`src/rtl/interlayer_buffer_reader.sv`:
```
// Read-side engine for the interlayer feature-map RAM. It walks the stored
// maps row-outer / feature-inner, issues one row of reads at a time, and
// hands each assembled row to the next layer with a valid/ready handshake.
//
// state | meaning
// IDLE  | waiting for start_i
// READ  | issuing INPUT_SIZE sequential RAM reads for the current row
// FLUSH | no read; last word of the row lands in the row register
// OUT   | row presented on data_o, held until ready_i
`ifndef DATA_WIDTH
`define DATA_WIDTH 16
`endif

module interlayer_buffer_reader #(
  parameter int BUFFER_DEPTH  = 4096,
  parameter int INPUT_SIZE    = 12,
  parameter int TOTAL_FEATURE = 20,
  parameter int DATA_WIDTH    = `DATA_WIDTH,
  localparam int ADDR_WIDTH    = $clog2(BUFFER_DEPTH),
  localparam int FEATURE_WIDTH = $clog2(TOTAL_FEATURE),
  localparam int ROW_WIDTH     = $clog2(INPUT_SIZE)
) (
  input  logic                             clk,
  input  logic                             rst_n,
  input  logic                             start_i,
  output logic [ADDR_WIDTH-1:0]            ram_addr_o,
  output logic                             ram_re_o,
  input  logic [DATA_WIDTH-1:0]            ram_data_i,
  output logic [INPUT_SIZE*DATA_WIDTH-1:0] data_o,
  output logic                             valid_o,
  input  logic                             ready_i,
  output logic [FEATURE_WIDTH-1:0]         feature_idx_o,
  output logic [ROW_WIDTH-1:0]             feature_row_o,
  output logic                             busy_o,
  output logic                             done_o
);

  typedef enum logic [1:0] {IDLE, READ, FLUSH, OUT} state_t;

  localparam logic [ROW_WIDTH-1:0]     LAST_IDX  = ROW_WIDTH'(INPUT_SIZE - 1);
  localparam logic [FEATURE_WIDTH-1:0] LAST_FEAT = FEATURE_WIDTH'(TOTAL_FEATURE - 1);
  localparam logic [ADDR_WIDTH-1:0]    ROW_STEP  = ADDR_WIDTH'(INPUT_SIZE);
  localparam logic [ADDR_WIDTH-1:0]    CH_STEP   = ADDR_WIDTH'(INPUT_SIZE * INPUT_SIZE);

  state_t                          state_q, state_d;
  logic [ROW_WIDTH-1:0]            col_q, col_d;
  logic [ROW_WIDTH-1:0]            row_q, row_d;
  logic [FEATURE_WIDTH-1:0]        feat_q, feat_d;
  logic [ADDR_WIDTH-1:0]           ch_bias_q, ch_bias_d;
  logic [ADDR_WIDTH-1:0]           row_bias_q, row_bias_d;
  logic                            done_q, done_d;
  logic                            cap_en_q;
  logic [ROW_WIDTH-1:0]            col_dly_q;
  logic [INPUT_SIZE*DATA_WIDTH-1:0] row_data_q;
  logic                            re;

  // Walk control: next state, counters and bias registers.
  always_comb begin
    state_d    = state_q;
    col_d      = col_q;
    row_d      = row_q;
    feat_d     = feat_q;
    ch_bias_d  = ch_bias_q;
    row_bias_d = row_bias_q;
    done_d     = 1'b0;
    re         = 1'b0;
    unique case (state_q)
      IDLE: begin
        if (start_i) begin
          state_d    = READ;
          col_d      = '0;
          row_d      = '0;
          feat_d     = '0;
          ch_bias_d  = '0;
          row_bias_d = '0;
        end
      end
      READ: begin
        re    = 1'b1;
        col_d = col_q + 1'b1;
        if (col_q == LAST_IDX) state_d = FLUSH;
      end
      FLUSH: state_d = OUT;
      OUT: begin
        if (ready_i) begin
          col_d = '0;
          if (feat_q == LAST_FEAT && row_q == LAST_IDX) begin
            done_d     = 1'b1;
            state_d    = IDLE;
            ch_bias_d  = '0;
            row_bias_d = '0;
          end else if (feat_q == LAST_FEAT) begin
            feat_d     = '0;
            ch_bias_d  = '0;
            row_d      = row_q + 1'b1;
            row_bias_d = row_bias_q + ROW_STEP;
            state_d    = READ;
          end else begin
            feat_d    = feat_q + 1'b1;
            ch_bias_d = ch_bias_q + CH_STEP;
            state_d   = READ;
          end
        end
      end
      default: state_d = IDLE;
    endcase
  end

  // State, counter and bias registers.
  always_ff @(posedge clk or negedge rst_n) begin
    if (!rst_n) begin
      state_q    <= IDLE;
      col_q      <= '0;
      row_q      <= '0;
      feat_q     <= '0;
      ch_bias_q  <= '0;
      row_bias_q <= '0;
      done_q     <= 1'b0;
    end else begin
      state_q    <= state_d;
      col_q      <= col_d;
      row_q      <= row_d;
      feat_q     <= feat_d;
      ch_bias_q  <= ch_bias_d;
      row_bias_q <= row_bias_d;
      done_q     <= done_d;
    end
  end

  // RAM data arrives one cycle after its address, so the column and the
  // read strobe are delayed to steer it into the right slice.
  always_ff @(posedge clk or negedge rst_n) begin
    if (!rst_n) begin
      cap_en_q   <= 1'b0;
      col_dly_q  <= '0;
      row_data_q <= '0;
    end else begin
      cap_en_q  <= re;
      col_dly_q <= col_q;
      if (cap_en_q) begin
        for (int c = 0; c < INPUT_SIZE; c++) begin
          if (int'(col_dly_q) == c)
            row_data_q[(INPUT_SIZE-c)*DATA_WIDTH-1 -: DATA_WIDTH] <= ram_data_i;
        end
      end
    end
  end

  assign ram_re_o      = re;
  assign ram_addr_o    = re ? (ch_bias_q + row_bias_q + ADDR_WIDTH'(col_q)) : '0;
  assign data_o        = row_data_q;
  assign valid_o       = (state_q == OUT);
  assign feature_idx_o = feat_q;
  assign feature_row_o = row_q;
  assign busy_o        = (state_q != IDLE);
  assign done_o        = done_q;

endmodule

```
`config.mk`:
```
export PLATFORM = sky130hd
export DESIGN_NAME = interlayer_buffer_reader
export DESIGN_NICKNAME = d
export VERILOG_FILES = /design/src/rtl/interlayer_buffer_reader.sv
export SDC_FILE = /design/constraint.sdc
export NUM_CORES = 1
export LEC_CHECK = 0
export CORE_MARGIN = 8
export CORE_UTILIZATION = 50
export CTS_CLUSTER_SIZE = 40
export DETAILED_ROUTE_END_ITERATION = 12
export PLACE_DENSITY = 0.8
export SETUP_SLACK_MARGIN = 0.2
export SLEW_MARGIN = 30
export SYNTH_ARGS = -nofsm -noshare
export SYNTH_HDL_FRONTEND = slang
export SYNTH_SLANG_ARGS = --single-unit
```
`constraint.sdc`:
```
create_clock -name clk -period 3.3 [get_ports clk]
set_input_delay 0.825 -clock clk [delete_from_list [all_inputs] [get_ports clk]]
set_output_delay 0.825 -clock clk [all_outputs]
set_load 0.03 [all_outputs]
```
# Yosys cells after proc, flatten, opt, wreduce, memory -nomap -nowiden
# Index checks and enable logic that the tools add are counted.
# Widths: inputs -> output; s select.
dict set report totals {
  out_inout_bits 217
  inputBits 20
  register_bits 237
  elab_cells 106
}
dict set report op_classes {
  addsub 7
  n_eq_ne 23
  n_mux 31
  n_reduce_logical 24
}
# op n
set op_table {}
lappend op_table {{$mux 12} 8}
lappend op_table {{$pmux 12 s2} 2}
lappend op_table {{$eq 4x4->1 const B} 10}
lappend op_table {{$reduce_and 2->1} 12}
lappend op_table {{$mux 4} 5}
lappend op_table {{$mux 5} 4}
lappend op_table {{$add 12x12->12} 1}
lappend op_table {{$add 12x4->12} 1}
lappend op_table {{$add 12x4->12 const B} 1}
lappend op_table {{$add 12x8->12 const B} 1}
lappend op_table {{$pmux 4 s3} 1}
lappend op_table {{$pmux 5 s2} 1}
lappend op_table {{$reduce_and 3->1} 3}
lappend op_table {{$add 4x1->4 const B} 2}
lappend op_table {{$eq 4x3->1 const B} 2}
lappend op_table {{$pmux 2 s4} 1}
lappend op_table {{$pmux 4 s2} 1}
lappend op_table {{$reduce_and 4->1} 2}
lappend op_table {{$mux 2} 3}
lappend op_table {{$ne 2x2->1 const B} 3}
lappend op_table {{$add 5x1->5 const B} 1}
lappend op_table {{$eq 5x5->1 const B} 1}
lappend op_table {{$mux 1} 5}
lappend op_table {{$reduce_and 5->1} 1}
lappend op_table {{other kinds (10)} 13}

# Longest topological paths before layout
# Gate-level depths: netlist (run 1).
dict set report depth {
  word_depth 5
  depth_mapped 8
  mapped_depth_nobuf 7
}

# Least setup slack after synthesis (run 1)
# No wires, ideal clock.
dict set report synth_path {
  kind {register to output}
  startpoint {register col_q[3]}
  endpoint {output port ram_addr_o[8]}
  stages_incl_launch_ff 8
  path_slack_ns 0.351
  required_ns 2.475
  arrival_ns 2.124
  n_path_buf 0
  cell_sequence {dfrtp_1 ha_1 ha_1 o21ai_0 o21ai_1 a221oi_1 xnor2_1 and2_1}
}
dict set report synth_via {
  elab_chain_len 2
}
# element line_no
set synth_lines {}
lappend synth_lines {{from (decl)} 46} ;# logic [ROW_WIDTH-1:0] col_q, col_d;
lappend synth_lines {{from (signal assigned)} 121} ;# col_q <= col_d;
lappend synth_lines {{$add 12x4->12} 150} ;# assign ram_addr_o = re ? (ch_bias_q + row_bias_q + ADDR_WIDTH'(col_q)) : '0;
lappend synth_lines {{$mux 12} 150}
lappend synth_lines {{to (decl)} 26} ;# output logic [ADDR_WIDTH-1:0] ram_addr_o,
# Every way passes these cells.

# Worst setup path after layout (run 1)
dict set report layout_path {
  startpoint {register col_q[3]}
  endpoint {output port ram_addr_o[10]}
}
# Same word-level chain as after synthesis.

==> metrics.md, run 1 <==
| Metric | Value |
|---|---|
| Worst slew margin | 37.57% |
| Maximum clock rate | 301.1 MHz |
| I/O Buffers | 236 |
| Worst-path fanout max | 4 |
| Mapped Area | 9913 um2 |
| CP Launch Type | flop |
| #FFs+latches synth | 231 |
| # hold bufs at CTS | 0 |
| Register area share after synthesis | 58.31% |
| Outcome | finished, violations left |
| Crit path kind | flop to output pin |
| Clock buffer depth | 3 |
| Area delta synth->final | 39.82% |
| Initial antenna violation count | 0 |
| ANT cells | 0 |
| Synth Warn # | 0 |
| First-pass GRT wire length | 42,340 um |
| Via total after detailed routing | 6,792 |
| Initial DRC count | 238 |
| Nets | 1,025 |
| Most frequent cells in the layout | 228 x dfrtp_1, 223 x clkdlybuf4s50_1, 178 x mux2_2 |
| Worst Setup Slack, final | -0.02095 ns |
| Peak supply drop | 435.0 uV |
| Leakage | 6.254 nW |
| Critical path buffer and inverter count | 1 |
| Top Ports | 237 |
| Time the worst path needs with I/O delays and setup | 3.321 ns |
| Overall Power | 0.01067 W |
| Cells after synthesis | 714 |
| Skew final | 0.01333 ns |
| Clock power frac | 25.8% |
| Yosys cell types | 58 |
| CTS buffer count | 25 |
| Initial Util | 50.94% |
| Pwr/cell area | 769.4 nW/um2 |
| Post-synth EDFFs | 0 |
| CTS tree | built |
| Die Wd | 156.8 um |
| Most common cell on crit path | ha_4 |
| Core Region | 19,460 um2 |
| GRT Util Overall | 22.14% |
| Reg-to-reg critical path endpoint | ch_bias_q[8] |
| Fraction of registers with async set/reset | 100.0% |
| Max_cap viols | 0 |
| Row cnt | 51 |
| RSZ-0062 raised after global routing | yes |
| Non-Filler Instances | 1,258 |
| GRT overflow | 0 |
| R2r setup slk | 1.15 ns |
| Type of the tightest min-delay check | input port to async pin |
| Clock latency on the worst-skew pair | 0.51 ns |
| Num Clock Sinks | 231 |
| Worst reg2reg path depth | 7 |
| Crit end category | output pin |
| Root buf cell | clkbuf_16 |
| Failing checks | setup timing |
| TNS Setup | -0.02095 ns |
| Hold Vio Cnt, Final | 0 |
| Sw frac | 35.79% |
| Crit path arrival time | 2.50 ns |
| Switch Pwr | 0.003817 W |
| Avg WL per Cell | 21.52 um |
| Crit-path leading delay family | compound AO/OA/AOI/OAI gates |
| Vias/cell | 5.399 |
| Worst R2R Start | state_q[0] |
| Actual slew at the worst max-slew pin | 0.9364 ns |
| Dominant synthesized flop cell | dfrtp_1 |
| Final WL | 27,070 um |
| Highest-delay cell along the critical path | dfrtp_1 |
| CP peak stage delay | 0.42 ns |
| Worst-path clk slew | 0.06 ns |
| Most common cell after layout, fill and taps aside | dfrtp_1 |
| Number of instances in the placed design | 1,193 |
| Part of the power in registers | 35.3% |
| First-pass DRT Iterations | 4 |
| Post-route ant nets | 0 |
| Die Span Y | 156.8 um |
| Critical Path RT | 2.47 ns |
| Vias in the first global route | 7,202 |
| Die area | 24,590 um2 |
| Largest net degree at the start of global routing | 68 |
| Slew Limit Fails | 0 |
| Placer congestion estimate | 0.7954 |
| Internal Power | 0.006848 W |
| Fin crit share | 100.6% |
| Hpwl dp | 18,790 um |
| DRC violations left | 0 |
| CP Launch Point | col_q[3] |
| # H-tree levels | 1 |
| Combinational share of power | 38.9% |
| Layout cells sized above 1 | 33.33% |
| Endpoints failing setup | 1 |
| Syn_area_per_cell | 13.88 um2 |
| WP depth | 8 |
| Worst path cell trace | ha_4 -> ha_4 -> a211oi_4 -> o21ai_4 -> a211oi_2 -> xnor2_1 -> and2_1 -> buf_6 |
worst reg2reg max path: cells and delay by family, from the launching register on:
family | cells | cell delay (ns)
DFF | 1 | 0.39
buffers and inverters | 2 | 0.37
and+or+nand+nor | 3 | 0.89
adders and majority gates | 1 | 0.28
AOI/OAI and AO/OA | 1 | 0.15
cell families (layout without fill, tap and decap cells):
family / after synthesis / count (layout) / synth area share (%)
other: 1 / 3 / 0.03783
AOI/OAI and AO/OA: 61 / 61 / 4.026
muxes: 194 / 194 / 22.40
buffers and inverters: 48 / 325 / 2.221
DFF: 231 / 231 / 58.31
adders and majority gates: 29 / 29 / 3.736
and+or+nand+nor: 127 / 127 / 7.232
xor gates and xnor gates: 23 / 23 / 2.032
per-stage QoR:
step           hold WS [ns]  cell area (um2)  utilization, %  setup slack, ns
2_1_floorplan        0.4159             9921               -           0.3513
3_3_place_gp         0.4314            12540           64.41           0.2134
3_5_place_dp         0.4406            12540           64.42           0.1865
4_1_cts              0.2655            13810           70.95          0.08818
5_1_grt              0.2856            13860           71.22         -0.09845
6_report             0.2585            13860           71.22         -0.02095
final cells by class:
| class | count | area [um2] |
|---|---|---|
| Clock buffer | 33 | 705.7 |
| Multi-Input combinational cell | 437 | 4260 |
| Sequential cell | 231 | 5784 |
| Tap cell | 265 | 331.6 |
| Inverter | 11 | 41.29 |
| Fill cell | 1325 | 5602 |
| Timing Repair Buffer | 270 | 2626 |
| Clock inverter | 11 | 111.4 |
sequential cells by signal, summed over array words and instances, names as in the netlist:
signal	flops
done_o	1
row_bias_q	10
state_q	2
feature_idx_o	5
feature_row_o	4
ch_bias_q	8
cap_en_q	1
data_o	192
col_q	4
col_dly_q	4
Yosys cell counts, drive strengths merged, types with 4 or more instances:
cell type / n / area [um2]
inv: 11 / 41.29
ha: 28 / 350.3
o21ai: 26 / 130.1
nand2: 28 / 105.1
buf: 19 / 111.4
nor2: 36 / 150.2
nor3b: 5 / 42.54
a21oi: 12 / 60.06
nand3: 9 / 50.05
a211oi: 5 / 42.54
dfrtp: 231 / 5781
nor3: 7 / 35.03
nand2b: 7 / 43.79
clkbuf: 18 / 67.56
nand3b: 4 / 42.54
mux2: 193 / 2211
and2: 11 / 68.82
xnor2: 20 / 175.2
per-layer routing:
layer  part of all wire (%)  up-vias  track usage [%]
met5                      0        -                0
met4                    3.1        0            7.506
met3                    8.0       57            5.350
met2                     49      248            37.42
met1                     40     3459            27.32
li1                       -     3028                -
power by group through the flow:
stage	sequential, W	combinational [W]	clock [W]
2_1_floorplan	0.00478	0.00131	0
3_3_place_gp	0.00378	0.00388	0
3_5_place_dp	0.00381	0.00396	0
4_1_cts	0.00376	0.00417	0.00282
5_1_grt	0.00383	0.00440	0.00293
6_report	0.00376	0.00415	0.00276
timing repair:
| action | CTS | global route |
|---|---|---|
| gates resized for setup | 60 | 14 |
| gates cloned | 0 | 0 |
| setup endpoints to repair | 12 | 11 |
| hold endpoints to repair | 0 | 0 |
| pin swaps | 23 | 8 |
| buffers inserted | 18 | 3 |
worst max path at each step:
stage,slack [ns],to
3_3_place_gp,0.21,ram_addr_o[10]
6_report,-0.02,ram_addr_o[10]
3_5_place_dp,0.19,ram_addr_o[10]
2_1_floorplan,0.35,ram_addr_o[8]
4_1_cts,0.09,ram_addr_o[10]
5_1_grt,-0.1,ram_addr_o[10]
No activity file was read; power rests on OpenSTA's default activity.
==> inputs of run 2 (changes only) <==
--- a/config.mk
+++ b/config.mk
@@ -5,8 +5,10 @@
 export SDC_FILE = /design/constraint.sdc
 export NUM_CORES = 1
 export LEC_CHECK = 0
+export ABC_AREA = 1
 export CORE_MARGIN = 8
-export CORE_UTILIZATION = 50
+export CORE_UTILIZATION = 49
+export CTS_CLUSTER_DIAMETER = 120
 export CTS_CLUSTER_SIZE = 40
 export DETAILED_ROUTE_END_ITERATION = 12
 export PLACE_DENSITY = 0.8
==> run 2 against run 1 <==
  * The run now ends clean
  * Total power shrank 0.54%
  * Wire length grew 8.7%
  * Utilization shrank 4.8 points
  * Final cell count grew 20%
  * Design area shrank 7.3%
  * Combinational power grew 26%
  * Register-to-register slack gained 0.16 ns
  * Synthesized cell count grew 44%
  * Critical endpoint is now ram_addr_o[11]
  * Largest cell class unchanged
  * Highest routed layer unchanged
==> metrics.md, run 2 <==
| Metric | Value |
|---|---|
| Maximum clock rate | 316.4 MHz (+5.1%) |
| Synth top area share | 60.48% (+2.2 points) |
| Footprint of the multi-input gates | 3646 um2 (-14%) |
| GRT overflow | 0 (unchanged) |
| Largest cells by area after synthesis | dfrtp_1 60%, nand2_1 11%, o21ai_0 11% |
| Area delta synth->final | 34.36% |
| Peak supply drop | 568.0 uV (+31%) |
| Post-route ant nets | 0 (unchanged) |
| Crit path kind | flop to output pin |
| Top cells by count, synth | 274 x nand2_1, 231 x dfrtp_1, 202 x o21ai_0 |
| Leakage | 6.123 nW (-2.1%) |
| RSZ-0062 raised after global routing | yes |
| Syn_area_per_cell | 9.298 um2 (-33%) |
| Clock latency on the worst-skew pair | 0.49 ns (-0.02 ns) |
| WHS | 0.2803 ns (+0.02184 ns) |
| Worst-path fanout max | 2 (-2) |
| Part of the power in registers | 37.9% (+2.6 points) |
| Largest net degree at the start of global routing | 99 (+46%) |
| Crit end category | output pin |
| CTS buffer count | 9 (-64%) |
| Initial DRC count | 596 (+150%) |
| Number of flip-flops in the largest register | 192 (unchanged) |
| Met2 usage | 38.54% (+1.1 points) |
| Hpwl dp | 20,680 um (+10%) |
| Worst-path clk slew | 0.15 ns (+0.09 ns) |
| Root buf cell | clkbuf_16 |
| Post-synth top area cell | dfrtp_1 |
| Fillers | 1,548 (+17%) |
| Vias/cell | 5.288 (-2.1%) |
| Crit path arrival time | 2.34 ns (-0.16 ns) |
| Yosys cell types | 37 (-36%) |
| Endpoints failing setup | 0 (-1) |
| Slew Limit Fails | 0 (unchanged) |
| M3 GR Usage | 5.208% (-0.14 points) |
| Highest-delay cell along the critical path | dfrtp_1 |
| Met1 Use GR | 30.96% (+3.6 points) |
| Num Clock Sinks | 231 (unchanged) |
| Skew final | 0.02712 ns (+0.01378 ns) |
| TNS Setup | 0 ns (+0.02095 ns) |
| I/O Buffers | 236 (unchanged) |
| Synth Warn # | 0 (unchanged) |
| Initial antenna violation count | 0 (unchanged) |
| Sw frac | 43.13% (+7.3 points) |
| #FFs+latches synth | 231 (unchanged) |
| Combinational share of power | 49.3% (+10 points) |
| Number of instances in the placed design | 1,483 (+24%) |
| Most common cell after layout, fill and taps aside | nand2_1 |
| Top Ports | 237 (unchanged) |
| Fraction of registers with async set/reset | 100.0% (unchanged) |
| Die area | 24,230 um2 (-1.4%) |
| Final WL | 29,430 um (+8.7%) |
| Via total after detailed routing | 8,011 (+18%) |
| Worst path cell trace | ha_4 -> ha_4 -> a21oi_4 -> nor2_2 -> o21ai_1 -> nand3_1 -> nand2_1 -> nand2_1 -> nor2_1 -> buf_4 |
| Time the worst path needs with I/O delays and setup | 3.161 ns (-0.1602 ns) |
| Core Region | 19,330 um2 (-0.66%) |
| Initial Util | 49.43% (-1.5 points) |
| Seq. cell area | 5782 um2 (about the same) |
| Pwr/cell area | 826.0 nW/um2 (+7.3%) |
| ANT cells | 0 (unchanged) |
| DRC violations left | 0 (unchanged) |
| Internal Power | 0.006033 W (-12%) |
| GRT Util Overall | 23.66% (+1.5 points) |
| Die Span Y | 155.7 um (-0.73%) |
| Hold Vio Cnt, Final | 0 (unchanged) |
| Clock buffer depth | 3 (unchanged) |
| Placer congestion estimate | 0.8288 (+4.2%) |
| Most common cell in the netlist | nand2_1 |
| Switch Pwr | 0.004574 W (+20%) |
| Type of the tightest min-delay check | input port to async pin |
| # H-tree levels | 1 (unchanged) |
| Register area share after synthesis | 60.48% (+2.2 points) |
| Actual slew at the worst max-slew pin | 0.9147 ns (-0.02178 ns) |
| Die Wd | 155.7 um (-0.73%) |
| Clock power frac | 12.8% (-13 points) |
| CP Launch Type | flop |
| Final Core Density | 66.42% (-4.8 points) |
| # hold bufs at CTS | 0 (unchanged) |
| Critical Path RT | 2.47 ns (about the same) |
| Max_cap viols | 0 (unchanged) |
| Non-Filler Instances | 1,515 (+20%) |
| Fin crit share | 95.78% (-4.9 points) |
| Overall Power | 0.01061 W (-0.54%) |
| CTS tree | built |
| Outcome | finished clean |
| Avg WL per Cell | 19.43 um (-9.7%) |
| Layer with the highest usage | met2 |
| Worst slew margin | 38.88% (+1.3 points) |
| Vias in the first global route | 7,510 (+4.3%) |
| Layout cells sized above 1 | 9.840% (-23 points) |
| First-pass DRT Iterations | 7 (+3) |
| Most frequent cells in the layout | 266 x nand2_1, 230 x dfrtp_1, 224 x clkdlybuf4s50_1 |
| First-pass GRT wire length | 44,820 um (+5.9%) |
| Mapped Area | 9558 um2 (-3.6%) |
| Cells after synthesis | 1,028 (+44%) |
| Nets | 1,299 (+27%) |
| CP peak stage delay | 0.46 ns (+0.04 ns) |
| Row cnt | 51 (unchanged) |
| Post-synth EDFFs | 0 (unchanged) |
| Dominant synthesized flop cell | dfrtp_1 |
[run 2: power by group through the flow]
stage,Sequential [W],Clock [W],Combinational [W]
floorplan,0.00514,0,0.00162
global placement,0.00401,0,0.00471
detailed placement,0.00405,0,0.00478
CTS,0.00400,0.00137,0.00501
global route,0.00409,0.00147,0.00564
finish,0.00402,0.00135,0.00523
[run 2: worst max-delay path, delay by kind of cell (launching register included)]
kind	cells	cell delay [ns]
buf+inv	1	0.17
simple gates	5	0.39
compound gates	2	0.32
flops	1	0.46
fa+ha+maj	2	0.51
[run 2: per-stage QoR]
step | setup slack, ns | area (um2)
2_1_floorplan | 0.4249 | 9565
3_3_place_gp | 0.1039 | 12100
3_5_place_dp | 0.08576 | 12100
4_1_cts | 0.1439 | 12610
5_1_grt | 0.04221 | 12840
6_report | 0.1393 | 12840
[run 2: area by class of cell]
type | instances | area share, %
Multi-Input combinational cell | 671 | 28.39
Sequential cell | 231 | 45.02
Clock inverter | 1 | 0.06820
Tap cell | 265 | 2.582
Inverter | 74 | 2.202
Timing Repair Buffer | 263 | 19.95
Clock buffer | 10 | 1.783
[run 2: final timing paths]
check | start | to | slack (ns) | depth (start not counted)
max in group asynchronous | rst_n | row_bias_q[9] | 2.07 | 2
min in group clk | ch_bias_q[11] | ch_bias_q[11] | 0.50 | 1
max reg2reg | state_q[0] | row_bias_q[3] | 1.31 | 9
max | row_bias_q[4] | ram_addr_o[11] | 0.14 | 10
min | rst_n | data_o[94] | 0.28 | 1
min reg2reg | ch_bias_q[11] | ch_bias_q[11] | 0.50 | 1
[run 2: cells by family (layout without fill, tap and decap cells)]
logic type      Yosys count  after routing  synth area share (%)
simple gates            376            376                 16.15
compound gates          257            257                 13.77
buf+inv                 128            348                 5.132
fa+ha+maj                29             29                 3.875
other cells               1              3               0.03923
xor+xnor                  6              6                0.5498
flops                   231            231                 60.48
[run 2: layer usage]
metal / vias to the layer above / wire (um)
li1: 3770 / -
met1: 3891 / 12250
met2: 305 / 13890
met3: 45 / 2356
met4: 0 / 924
met5: - / 0
[run 2: what timing repair did]
| item | in CTS | in global routing |
|---|---|---|
| resized for setup | 47 | 36 |
| setup buffers | 13 | 8 |
| hold endpoints to repair | 0 | 0 |
| pin swaps | 4 | 19 |
| endpoints found under the setup margin | 13 | 10 |
